File: config.mk
export PLATFORM = sky130hd
export DESIGN_NAME = uart_tx_frame
export DESIGN_NICKNAME = d
export VERILOG_FILES = /design/src/rtl/uart_tx_frame.sv
export SDC_FILE = /design/constraint.sdc
export NUM_CORES = 1
export LEC_CHECK = 0
export ABC_AREA = 1
export BUFFER_PORTS_ARGS = -buffer_cell sky130_fd_sc_hd__buf_2
export CORE_MARGIN = 3
export CORE_UTILIZATION = 34
export CTS_CLUSTER_DIAMETER = 200
export DETAILED_ROUTE_END_ITERATION = 16
export PLACE_DENSITY = 0.56
export SETUP_SLACK_MARGIN = 0.02
export SLEW_MARGIN = 20
export SYNTH_ARGS = -nofsm -noshare
export SYNTH_HDL_FRONTEND = slang
export SYNTH_SLANG_ARGS = --single-unit
File: constraint.sdc
create_clock -name clk -period 1.4 [get_ports clk]
set_clock_uncertainty 0.2 [all_clocks]
set_input_delay 0.07 -clock clk [delete_from_list [all_inputs] [get_ports clk]]
set_output_delay 0.07 -clock clk [all_outputs]
set_load 0.01 [all_outputs]
File: src/rtl/uart_tx_frame.sv
// UART transmit framer: one start bit, eight data bits LSB first, one stop bit.
// Each bit is held for CLKS_PER_BIT clocks; serial_out is always driven from a flop.
module uart_tx_frame #(
  parameter int CLKS_PER_BIT = 10
) (
  input  logic       clk,
  input  logic       n_rst,
  input  logic       tx_start,
  input  logic [7:0] tx_data,
  output logic       serial_out,
  output logic       tx_busy,
  output logic       tx_done
);

  localparam int CW = $clog2(CLKS_PER_BIT);
  localparam logic [CW-1:0] LAST_CNT = CW'(CLKS_PER_BIT - 1);

  typedef enum logic [1:0] {IDLE, START, DATA, STOP} state_t;

  state_t          state;
  logic [CW-1:0]   clk_cnt;
  logic [2:0]      bit_idx;
  logic [7:0]      shreg;
  logic            bit_end;

  assign bit_end = (clk_cnt == LAST_CNT);
  assign tx_busy = (state != IDLE);

  always_ff @(posedge clk or negedge n_rst) begin
    if (!n_rst) begin
      state      <= IDLE;
      serial_out <= 1'b1;
      tx_done    <= 1'b0;
      clk_cnt    <= '0;
      bit_idx    <= '0;
      shreg      <= '0;
    end else begin
      tx_done <= 1'b0;
      case (state)
        IDLE: begin
          serial_out <= 1'b1;
          if (tx_start) begin
            shreg      <= tx_data;
            serial_out <= 1'b0;
            clk_cnt    <= '0;
            state      <= START;
          end
        end
        START: begin
          if (bit_end) begin
            serial_out <= shreg[0];
            shreg      <= {1'b0, shreg[7:1]};
            clk_cnt    <= '0;
            bit_idx    <= '0;
            state      <= DATA;
          end else begin
            clk_cnt <= clk_cnt + 1'b1;
          end
        end
        DATA: begin
          if (bit_end) begin
            clk_cnt <= '0;
            if (bit_idx != 3'd7) begin
              serial_out <= shreg[0];
              shreg      <= {1'b0, shreg[7:1]};
              bit_idx    <= bit_idx + 3'd1;
            end else begin
              serial_out <= 1'b1;
              state      <= STOP;
            end
          end else begin
            clk_cnt <= clk_cnt + 1'b1;
          end
        end
        STOP: begin
          serial_out <= 1'b1;
          if (bit_end) begin
            clk_cnt <= '0;
            tx_done <= 1'b1;
            state   <= IDLE;
          end else begin
            clk_cnt <= clk_cnt + 1'b1;
          end
        end
        default: begin
          serial_out <= 1'b1;
          clk_cnt    <= '0;
          state      <= IDLE;
        end
      endcase
    end
  end

endmodule
==> impl_metrics.ini <==
[power]
p_total_mw = 3.73
p_per_area_nw_per_um2 = 2070
leakagePower_nw = 0.906
vdd_drop_max_v = 0.00118

[timing]
setup_viol = 19
hold_viol = 0
fin_crit_ns = 1.59
fmaxAchievable_mhz = 630
rsz0062_at_grt = true
slew_violations = 0
slew_headroom_pct = 70.3
worstMarginPinSlew_ns = 0.445
fin_crit_sh_pct = 113
fin_hold_ws_ns = 0.0298
layout_setup_ws_ns = -0.188

[worst_setup_path]
max_stage_delay_ns = 0.45
r2r_end = shreg[1]
critPathBufInv = 1
required_ns = 1.40
crit_family = simple AND/OR/NAND/NOR gates
crit_slowest_cell = dfrtp_2
path_cells = inv_4 -> ha_4 -> or2_4 -> nand2_8 -> nand2_8 -> nand2_2 -> nand2_1
worstPathArrival_ns = 1.59
cpMostUsedCell = nand2_8
crit_fanout = 8
worstSetupPathType = flip-flop to flip-flop
reg2reg_slack_ns = -0.19
r2r_start = state[0]
reg2reg_depth = 7
startpoint_type = flip-flop
worst_setup_path_end_kind = flip-flop

[status]
status = finished, violations left
violations = setup timing

[cells_and_area]
fin_util_pct = 56.3
layout_commonest_cell = nand2_1
syn_to_final_growth_pct = 51.4
final_cell_mix = nand2_1, buf_4, dfrtp_1, inv_1, buf_2
insertedDiodeCount = 0
final_cell_area_sq_um = 1800
layout-drive-gt1-share_pct = 39.8
final_nets = 224

[synthesis]
synth_xor_area_share_pct = 0
synth_seq_area_share_pct = 40.0
synth-seq-cells = 19
syn_area_sq_um = 1190
synth_top_family_by_area = simple AND/OR/NAND/NOR gates
muxShareOfSynthArea_pct = 0.840
synthSimpleGateAreaFrac_pct = 31.8
postSynthAreaPerCell_sq_um = 8.10
synth-compound-area-share_pct = 7.88
yosysWarnings = 0
synthesis.nets = 169
synth_cells = 147
yosysUniqueCellTypes = 24
synthAdderAreaFrac_pct = 11.6

[route]
drc = 0
dr.pass1.iters = 4
drt-initial-drc-count = 39
ant_nets = 0
vias_per_cell = 4.58
vias = 1121
totalWireLength_um = 2770
wire_per_inst_um = 11.3

[cts]
clock_latency_ns = 0.30
cts_root_buf = clkbuf_4
clock-sinks = 19
htree_num_levels = 1
clockBufferDepth = 2
cts_buffers = 3
cts_tree = built
clk_pin_slew_ns = 0.11

[global_route]
track_usage_pct = 14.6
overflow = 0
antenna_found_initial = 0
grt_pass1_vias = 1080
grt_max_degree = 20
grt_pass1_wl_um = 4890

[floorplan]
num_rows = 20
boundaryPins = 14
core_sq_um = 3200
start_util_pct = 37.2
die-area_sq_um = 4250
die_w_um = 65.2
die_h_um = 65.2

[place]
gp_congestion = 0.748
hpwl_um = 1780
dpl_cell_area_sq_um = 1450
io_buffer_count = 13

[flow_run]
drv_cap = 0

[worst_hold_path]
hp-class = input port to asynchronous set/reset pin
[registers in the layout (all words and copies together), names as in the netlist]
signal      flops
shreg           8
tx_done         1
bit_idx         3
clk_cnt         4
serial_out      1
state           2
[cell type report]
cell class	count	area [sq um]
clock buffers	4	26.3
fillers	312	1400
inverters	23	93.8
multi-input cells	106	763
flip-flops and latches	19	479
well taps	44	55.1
repair buffers	49	385
[cells by family after synthesis]
logic type      after synthesis
flops                        19
fa+ha+maj                    11
compound gates               18
mux                           1
buf+inv                      24
simple gates                 74
[cells in the mapped netlist, drive strengths merged]
| cell type | instances | share of area [%] |
|---|---|---|
| o21ai | 12 | 5.0 |
| a21boi | 1 | 0.63 |
| dfstp | 1 | 2.2 |
| dfrtp | 18 | 38 |
| nand4 | 3 | 1.6 |
| nand3 | 15 | 7.8 |
| mux2i | 1 | 0.84 |
| nand2 | 49 | 18 |
| nor2 | 6 | 3.5 |
| a21oi | 4 | 1.7 |
| inv | 23 | 7.2 |
| or2 | 1 | 0.74 |
| o22ai | 1 | 0.53 |
| ha | 11 | 12 |
| buf | 1 | 0.63 |
[how the worst max path moves through the flow]
stage	start	endpoint	slack, ns	cells after the start
after global routing	state[0]	shreg[5]	-0.25	7
after global placement	state[1]	shreg[7]	-0.18	7
after CTS	state[1]	shreg[1]	-0.20	7
after floorplan	state[0]	shreg[7]	-0.11	7
after detailed placement	state[1]	shreg[1]	-0.20	7
final	state[0]	shreg[1]	-0.19	7
[what timing repair did]
action / CTS / global route
setup buffers: 10 / 2
hold endpoints to repair: 32 / 0
pin swaps: 11 / 10
hold buffers: 10 / 0
cloned: 2 / 0
resized for setup: 25 / 8
setup endpoints to repair: 19 / 20
[power breakdown]
part	internal [mW]	leakage [nW]	total (mW)	switching [mW]
Combinational	1.19	0.648	2.51	1.32
Clock	0.111	0.0150	0.290	0.179
Sequential	0.773	0.243	0.930	0.157
[layer usage]
metal / up-vias / wire length [um] / global-route usage, %
met3: 2 / 92 / 3.08
met4: 0 / 16 / 3.11
met5: - / 0 / 0
met2: 17 / 1530 / 27.8
li1: 577 / - / -
met1: 525 / 1140 / 16.6
[metrics by stage]
| step | setup TNS, ns | worst slack (ns) | cells |
|---|---|---|---|
| global route | -3.78 | -0.249 | 245 |
| detailed placement | -2.64 | -0.205 | 218 |
| floorplan | -1.06 | -0.108 | 147 |
| finish | -2.51 | -0.188 | 245 |
| CTS | -2.71 | -0.195 | 243 |
| global placement | -2.20 | -0.177 | 218 |
No activity file was read; power rests on OpenSTA's default activity.
